===== src/rtl/serial_subtractor_pkg.sv =====
// Shared types for the bit-serial subtractor: FSM state encoding.
package serial_subtractor_pkg;

  typedef enum logic [1:0] {
    IDLE  = 2'd0,
    SHIFT = 2'd1,
    DONE  = 2'd2
  } state_t;

endpackage


===== src/rtl/serial_subtractor_full_subtractor.sv =====
// Single-bit full-subtractor cell: diff = a ^ b ^ bin, borrow out when a < b + bin.
module full_subtractor (
  input  logic a,
  input  logic b,
  input  logic bin,
  output logic diff,
  output logic bout
);

  assign diff = a ^ b ^ bin;
  assign bout = (~a & b) | (~a & bin) | (b & bin);

endmodule


===== src/rtl/serial_subtractor.sv =====
// Bit-serial WIDTH-bit subtractor (diff = a - b - bin), one bit per clock through one cell,
// with valid/ready on both the operand and the result side.
module serial_subtractor
  import serial_subtractor_pkg::*;
#(
  parameter int WIDTH = 8
) (
  input  logic             clk,
  input  logic             rst,
  input  logic             in_valid,
  output logic             in_ready,
  input  logic [WIDTH-1:0] a,
  input  logic [WIDTH-1:0] b,
  input  logic             bin,
  output logic             out_valid,
  input  logic             out_ready,
  output logic [WIDTH-1:0] diff,
  output logic             bout,
  output logic             ovf,
  output logic             busy
);

  localparam int CW = (WIDTH > 1) ? $clog2(WIDTH) : 1;

  state_t           state_reg, state_next;
  logic [CW-1:0]    cnt_reg;
  logic [WIDTH-1:0] a_sh_reg;
  logic [WIDTH-1:0] b_sh_reg;
  logic [WIDTH-1:0] diff_sh_reg;
  logic             borrow_reg;
  logic             a_msb_reg;
  logic             b_msb_reg;
  logic             bout_reg;
  logic             ovf_reg;

  logic             cell_d;
  logic             cell_bo;
  logic             last_bit;

  full_subtractor u_cell (
    .a    (a_sh_reg[0]),
    .b    (b_sh_reg[0]),
    .bin  (borrow_reg),
    .diff (cell_d),
    .bout (cell_bo)
  );

  assign last_bit = (cnt_reg == CW'(WIDTH - 1));

  always_ff @(posedge clk or posedge rst) begin
    if (rst) begin
      state_reg <= IDLE;
    end else begin
      state_reg <= state_next;
    end
  end

  always_comb begin
    state_next = state_reg;
    in_ready   = 1'b0;
    out_valid  = 1'b0;
    busy       = 1'b0;
    case (state_reg)
      IDLE: begin
        in_ready = 1'b1;
        if (in_valid) begin
          state_next = SHIFT;
        end
      end
      SHIFT: begin
        busy = 1'b1;
        if (last_bit) begin
          state_next = DONE;
        end
      end
      DONE: begin
        busy      = 1'b1;
        out_valid = 1'b1;
        if (out_ready) begin
          state_next = IDLE;
        end
      end
      default: begin
        state_next = IDLE;
      end
    endcase
  end

  // Operand MSBs are kept aside because the shift registers are consumed by the time ovf is formed.
  always_ff @(posedge clk or posedge rst) begin
    if (rst) begin
      cnt_reg     <= '0;
      a_sh_reg    <= '0;
      b_sh_reg    <= '0;
      diff_sh_reg <= '0;
      borrow_reg  <= 1'b0;
      a_msb_reg   <= 1'b0;
      b_msb_reg   <= 1'b0;
      bout_reg    <= 1'b0;
      ovf_reg     <= 1'b0;
    end else begin
      case (state_reg)
        IDLE: begin
          if (in_valid) begin
            a_sh_reg   <= a;
            b_sh_reg   <= b;
            borrow_reg <= bin;
            cnt_reg    <= '0;
            a_msb_reg  <= a[WIDTH-1];
            b_msb_reg  <= b[WIDTH-1];
          end
        end
        SHIFT: begin
          diff_sh_reg <= {cell_d, diff_sh_reg[WIDTH-1:1]};
          a_sh_reg    <= {1'b0, a_sh_reg[WIDTH-1:1]};
          b_sh_reg    <= {1'b0, b_sh_reg[WIDTH-1:1]};
          borrow_reg  <= cell_bo;
          if (last_bit) begin
            // cell_d is the result MSB on the final bit, so ovf can be formed here.
            bout_reg <= cell_bo;
            ovf_reg  <= (a_msb_reg ^ b_msb_reg) & (cell_d ^ a_msb_reg);
          end else begin
            cnt_reg <= cnt_reg + CW'(1);
          end
        end
        default: begin
        end
      endcase
    end
  end

  assign diff = diff_sh_reg;
  assign bout = bout_reg;
  assign ovf  = ovf_reg;

endmodule


===== config.mk =====
export PLATFORM = sky130hd
export DESIGN_NAME = serial_subtractor
export DESIGN_NICKNAME = d
export VERILOG_FILES = /design/src/rtl/serial_subtractor_pkg.sv /design/src/rtl/serial_subtractor_full_subtractor.sv /design/src/rtl/serial_subtractor.sv
export SDC_FILE = /design/constraint.sdc
export NUM_CORES = 1
export LEC_CHECK = 0
export BUFFER_PORTS_ARGS = -buffer_cell sky130_fd_sc_hd__buf_4
export CORE_ASPECT_RATIO = 0.8
export CORE_MARGIN = 4
export CORE_UTILIZATION = 52
export CTS_CLUSTER_SIZE = 24
export DETAILED_ROUTE_END_ITERATION = 10
export GPL_TIMING_DRIVEN = 0
export HOLD_SLACK_MARGIN = 0.06
export PLACE_DENSITY_LB_ADDON = 0.05
export SYNTH_ARGS = -nofsm -noshare
export SYNTH_HDL_FRONTEND = slang
export SYNTH_HIERARCHICAL = 1
export SYNTH_SLANG_ARGS = --single-unit

===== constraint.sdc =====
create_clock -name clk -period 3.9 [get_ports clk]
set_clock_uncertainty 0.1 [all_clocks]
set_input_delay 0.78 -clock clk [delete_from_list [all_inputs] [get_ports clk]]
set_output_delay 0.78 -clock clk [all_outputs]
set_load 0.01 [all_outputs]

==> flow_metrics.env, run 1 <==
export IMPL_p_per_area_mw_per_mm2=862
export IMPL_cp_buffers_inverters=2
export IMPL_grt_pass1_vias=1259
export IMPL_synth_top_family_by_area="multiplexers"
export IMPL_end_kind="output pin"
export IMPL_area_growth_pct=25.1
export IMPL_setup_tns_ps=0
export IMPL_synth_edf_count=0
export IMPL_synth_compound_area_frac=0.0913
export IMPL_clkPwrFrac=0.171
export IMPL_max_freq_mhz=474
export IMPL_rows=18
export IMPL_layout_drive_gt1_share=0.346
export IMPL_cts_buffer_depth=2
export IMPL_post_route_cell_area_mm2=0.00213
export IMPL_core_mm2=0.00311
export IMPL_antenna_left=0
export IMPL_cts_sinks=34
export IMPL_cts_resized=0
export IMPL_start_util=0.547
export IMPL_fp_dieW_um=71.9
export IMPL_hold_buffers=0
export IMPL_fill_cells=251
export IMPL_rsz0062_at_grt="no"
export IMPL_arrival_ps=1230
export IMPL_critPathKind="flop to output pin"
export IMPL_drtIter0Drc=74
export IMPL_dp_cells=222
export IMPL_cp_slowest_cell="dfrtp_1"
export IMPL_path_clk_slew_ps=70
export IMPL_routed_wl_mm=3.49
export IMPL_cts_buffers=5
export IMPL_synthXorXnorAreaFrac=0
export IMPL_pwr_share_comb=0.481
export IMPL_placed_cell_area_mm2=0.00199
export IMPL_dp_hpwl_mm=2.54
export IMPL_final_cells=231
export IMPL_pin_count=34
export IMPL_h_tree_depth=2
export IMPL_async_reset_ff_frac=1.00
export IMPL_cellLeakagePower_nw=1.02
export IMPL_grt_pass1_wl_mm=5.60
export IMPL_finalCriticalPeriod_ps=2110
export IMPL_synth_seq_cells=34
export IMPL_synth_seq_area_share=0.501
export IMPL_max_stage_delay_ps=420
export IMPL_worstSkewPairLatency_ps=290
export IMPL_p_total_mw=1.83
export IMPL_antennaDiodeCount=0
export IMPL_yosys_warnings=6
export IMPL_slew_viol_final=0
export IMPL_avgSynthCellArea_um2=11.3
export IMPL_antenna_found_initial=0
export IMPL_synthCells=150
export IMPL_netlist_cell_type_count=26
export IMPL_hp_class="primary input to async pin"
export IMPL_grt_overflow=0
export IMPL_drt_pre_antenna_iters=4
export IMPL_cts_tree="yes"
export IMPL_tightest_slew_ps=573
export IMPL_synthSimpleGateAreaFrac=0.117
export IMPL_ir_drop_v=0.000510
export IMPL_vias_per_cell=5.46
export IMPL_cp_top_family="flip-flops"
export IMPL_gp_congestion=0.708
export IMPL_path_cells="inv_1 -> ha_1 -> buf_4"
export IMPL_utilization=0.684
export IMPL_required_ps=3020
export IMPL_post_route_period_util=0.541
export IMPL_route_detailed_drc=0
export IMPL_wl_per_cell_um=15.1
export IMPL_max_cap_violations=0
export IMPL_setup_viol_count_final=0
export IMPL_vias=1262
export IMPL_hold_viol=0
export IMPL_grt_max_degree=35
export IMPL_switching_share=0.369
export IMPL_grtUsageTotal=0.177
export IMPL_synth_area_mm2=0.00170
export IMPL_synthAdderAreaFrac=0.0560
export IMPL_synth_mux_area_frac=0.191
export IMPL_cts_setup_buffers=0
export IMPL_ys_flop_type="dfrtp_1"
export IMPL_outcome="complete, no violations"
export IMPL_die_area_mm2=0.00425
export IMPL_die_h_um=59.1
export IMPL_nNetsFinal=218
export IMPL_internal_power_mw=1.16
export IMPL_syn_nets=178
export IMPL_worstSetupStartpointType="flop"
export IMPL_port_buffers=32
export IMPL_slew_headroom=0.616
export IMPL_cts_root_buffer="clkbuf_8"
export IMPL_cp_max_fo=4
export IMPL_pwr_share_seq=0.348
export IMPL_netSwitchingPower_uw=676
through the flow:
| step | setup WS (ps) | hold WS, ps |
|---|---|---|
| global route | 1740 | 412 |
| floorplan | 2140 | 350 |
| CTS | 1790 | 386 |
| finish | 1790 | 381 |
| detailed placement | 1830 | 370 |
| global placement | 1850 | 361 |
cell families (layout without fill, tap and decap cells):
| logic type | count (synthesis) | in the layout |
|---|---|---|
| AO/OA/AOI/OAI | 28 | 28 |
| adder cells (fa/ha/maj) | 7 | 7 |
| buffers and inverters | 15 | 56 |
| flip-flops | 34 | 34 |
| multiplexers | 30 | 30 |
| AND/OR/NAND/NOR | 36 | 36 |
per-layer routing:
layer,GRT usage,up-vias,wire length [µm]
met3,0.0475,6,179
li1,-,594,-
met2,0.291,38,1740
met1,0.223,624,1520
met4,0.0777,0,53
met5,0,-,0
synth_stat cells, types with 2 or more instances:
| cell | instances | area share |
|---|---|---|
| dfrtp_1 | 34 | 0.50 |
| mux2_2 | 11 | 0.073 |
| nor2_1 | 3 | 0.0066 |
| ha_1 | 6 | 0.044 |
| mux2i_1 | 17 | 0.10 |
| mux2_4 | 2 | 0.018 |
| o21ai_0 | 14 | 0.041 |
| o211ai_1 | 2 | 0.0088 |
| a21oi_1 | 4 | 0.012 |
| o21ai_1 | 4 | 0.012 |
| nand3_1 | 2 | 0.0059 |
| buf_2 | 6 | 0.018 |
| nand2_1 | 19 | 0.042 |
| inv_1 | 6 | 0.013 |
| buf_4 | 3 | 0.013 |
| nor2b_1 | 5 | 0.018 |
| a31oi_1 | 2 | 0.0074 |
| nor2b_4 | 2 | 0.016 |
worst paths after layout:
| check | depth (start not counted) | to | slack [ps] | startpoint |
|---|---|---|---|---|
| hold / removal | 2 | bout | 380 | rst |
| hold reg to reg | 2 | b_sh_reg[5] | 390 | b_sh_reg[5] |
| min in group clk | 2 | b_sh_reg[5] | 390 | b_sh_reg[5] |
| setup reg to reg | 4 | bout | 2120 | cnt_reg[0] |
| setup / recovery | 3 | busy | 1790 | state_reg[0] |
| max in group asynchronous | 3 | b_sh_reg[1] | 2880 | rst |
power groups by stage:
stage,clock [mW],sequential (mW),combinational (mW)
2_1_floorplan,0,0.633,0.615
3_3_place_gp,0,0.626,0.841
3_5_place_dp,0,0.643,0.881
4_1_cts,0.317,0.637,0.890
5_1_grt,0.337,0.662,0.969
6_report,0.314,0.637,0.882
worst register-to-register path: stages, from the launching register on:
cell	delay, ps
dfrtp_1	410
ha_1	180
ha_1	320
and2_1	300
mux2_2	360
cells in the final DEF (no fill, tap or decap), types with 5 or more instances in the layout:
cell	n
ha_1	6
nand2_1	19
mux2i_1	17
mux2_2	11
clkbuf_8	5
dfrtp_1	34
o21ai_0	14
inv_1	5
buf_4	35
nor2b_1	5
buf_2	6
layout make-up:
type	count	area, µm²	area share
multi-input cells	101	773	0.364
plain buffers	9	52.6	0.0247
repair buffers	33	268	0.126
well taps	40	50.0	0.0235
clock inverters	3	40.0	0.0188
inverters	6	22.5	0.0106
flip-flops and latches	34	851	0.400
clock buffers	5	68.8	0.0324
Note: power is estimated with default switching activity, not from simulation.
==> run 2, diff against run 1 <==
==> constraint.sdc (replaced) <==
create_clock -name clk -period 2 [get_ports clk]
set_clock_uncertainty 0.1 [all_clocks]
set_input_delay 0.4 -clock clk [delete_from_list [all_inputs] [get_ports clk]]
set_output_delay 0.4 -clock clk [all_outputs]
set_load 0.01 [all_outputs]
==> run 2 against run 1 <==
Compared with the run above: hold slack got worse by 110 ps; clock-buffer cell count stayed put; core utilization increased by 0.32 points; routed wire length grew 0.17%; setup slack got worse by 1600 ps; cell area up 0.47%; critical path depth grew 1; die area is the same; via count hardly changed; global-route usage is the same; critical path type is now flop to flop; critical endpoint is now bout.
==> flow_metrics.env, run 2 (synthesized netlist as in run 1, its figures left out) <==
export IMPL_die_h_um=59.1
export IMPL_post_route_cell_area_mm2=0.00214
export IMPL_post_route_period_util=0.890
export IMPL_worstSetupStartpointType="flop"
export IMPL_antenna_found_initial=0
export IMPL_hold_buffers=0
export IMPL_pin_count=34
export IMPL_cellLeakagePower_nw=1.02
export IMPL_cts_root_buffer="clkbuf_8"
export IMPL_cts_buffers=5
export IMPL_preCtsSetupSlack_ps=251
export IMPL_vias=1261
export IMPL_route_detailed_drc=0
export IMPL_cts_tree="yes"
export IMPL_cts_buffer_depth=2
export IMPL_h_tree_depth=2
export IMPL_final_cell_mix="buf_4 (35), dfrtp_1 (34), nand2_1 (19)"
export IMPL_start_util=0.547
export IMPL_layout_drive_gt1_share=0.344
export IMPL_wl_per_cell_um=15.1
export IMPL_dp_cells=222
export IMPL_area_growth_pct=25.7
export IMPL_hold_viol=0
export IMPL_rows=18
export IMPL_cts_setup_buffers=0
export IMPL_cp_max_fo=6
export IMPL_max_freq_mhz=562
export IMPL_p_per_area_mw_per_mm2=1680
export IMPL_worstSkewPairLatency_ps=290
export IMPL_cp_slowest_cell="dfrtp_1"
export IMPL_drt_pre_antenna_iters=4
export IMPL_finalCriticalPeriod_ps=1780
export IMPL_placed_cell_area_mm2=0.00199
export IMPL_path_cells="ha_1 -> ha_1 -> and2_1 -> mux2_2"
export IMPL_grt_overflow=0
export IMPL_cts_sinks=34
export IMPL_antenna_left=0
export IMPL_vias_per_cell=5.44
export IMPL_mostFrequentLayoutCell="buf_4"
export IMPL_fp_dieW_um=71.9
export IMPL_slew_headroom=0.615
export IMPL_final_cells=232
export IMPL_die_area_mm2=0.00425
export IMPL_slew_viol_final=0
export IMPL_max_cap_violations=0
export IMPL_path_clk_slew_ps=70
export IMPL_tightest_slew_ps=575
export IMPL_grt_pass1_wl_mm=5.60
export IMPL_gp_congestion=0.708
export IMPL_dp_hpwl_mm=2.54
export IMPL_grtUsageTotal=0.177
export IMPL_end_kind="flop"
export IMPL_setup_tns_ps=0
export IMPL_core_mm2=0.00311
export IMPL_cts_resized=0
export IMPL_crit_top_cell="ha_1"
export IMPL_arrival_ps=1860
export IMPL_setup_viol_count_final=0
export IMPL_drtIter0Drc=75
export IMPL_worst_slack_ps=220
export IMPL_hp_class="primary input to flop"
export IMPL_critPathKind="flop to flop"
export IMPL_outcome="complete, no violations"
export IMPL_max_stage_delay_ps=410
export IMPL_ir_drop_v=0.000995
export IMPL_routed_wl_mm=3.49
export IMPL_cp_top_family="adder cells"
export IMPL_grt_pass1_vias=1259
export IMPL_antennaDiodeCount=0
export IMPL_cp_buffers_inverters=0
export IMPL_port_buffers=32
export IMPL_nNetsFinal=219
export IMPL_required_ps=2080
export IMPL_grt_max_degree=35
export IMPL_rsz0062_at_grt="no"
## run 2: changes by cell type in the layout (fill, tap and decap cells not counted)
| cell | before | now |
|---|---|---|
| dlygate4sd3_1 | 0 | 1 |
## run 2: area by class of cell
class	count	area, µm²
multi-input cells	101	773
well taps	40	50.0
fillers	248	972
flip-flops and latches	34	851
inverters	6	22.5
clock inverters	3	40.0
plain buffers	9	52.6
clock buffers	5	68.8
repair buffers	34	278
## run 2: stage by stage
step	hold slack [ps]	util	power, mW
after floorplan	350	-	2.43
after global placement	361	0.640	2.86
after detailed placement	370	0.640	2.97
after CTS	269	0.675	3.59
after global routing	259	0.687	3.84
final	268	0.687	3.58
## run 2: final timing paths
path | start | cells past startpoint | slack, ps | to
max in group asynchronous | rst | 4 | 800 | b_sh_reg[1]
hold / removal | a[7] | 2 | 270 | a_msb_reg
setup / recovery | cnt_reg[1] | 4 | 220 | bout
setup reg to reg | cnt_reg[1] | 4 | 220 | bout
min in group asynchronous | rst | 3 | 560 | bout
hold reg to reg | b_sh_reg[5] | 2 | 390 | b_sh_reg[5]
## run 2: power breakdown
group	switching, mW	internal, mW
combinational	0.854	0.871
clock	0.246	0.366
sequential	0.222	1.02
## run 2: metal layers
layer	share of wire	vias to the layer above	global-route usage
li1	-	596	-
met1	0.44	619	0.223
met2	0.49	40	0.291
met3	0.048	6	0.0475
met4	0.015	0	0.0777
met5	0	-	0
## run 2: worst reg2reg max path: stages, from the launching register on
cell and delay, ps:
dfrtp_1 410, ha_1 180, ha_1 320, and2_1 300, mux2_2 360
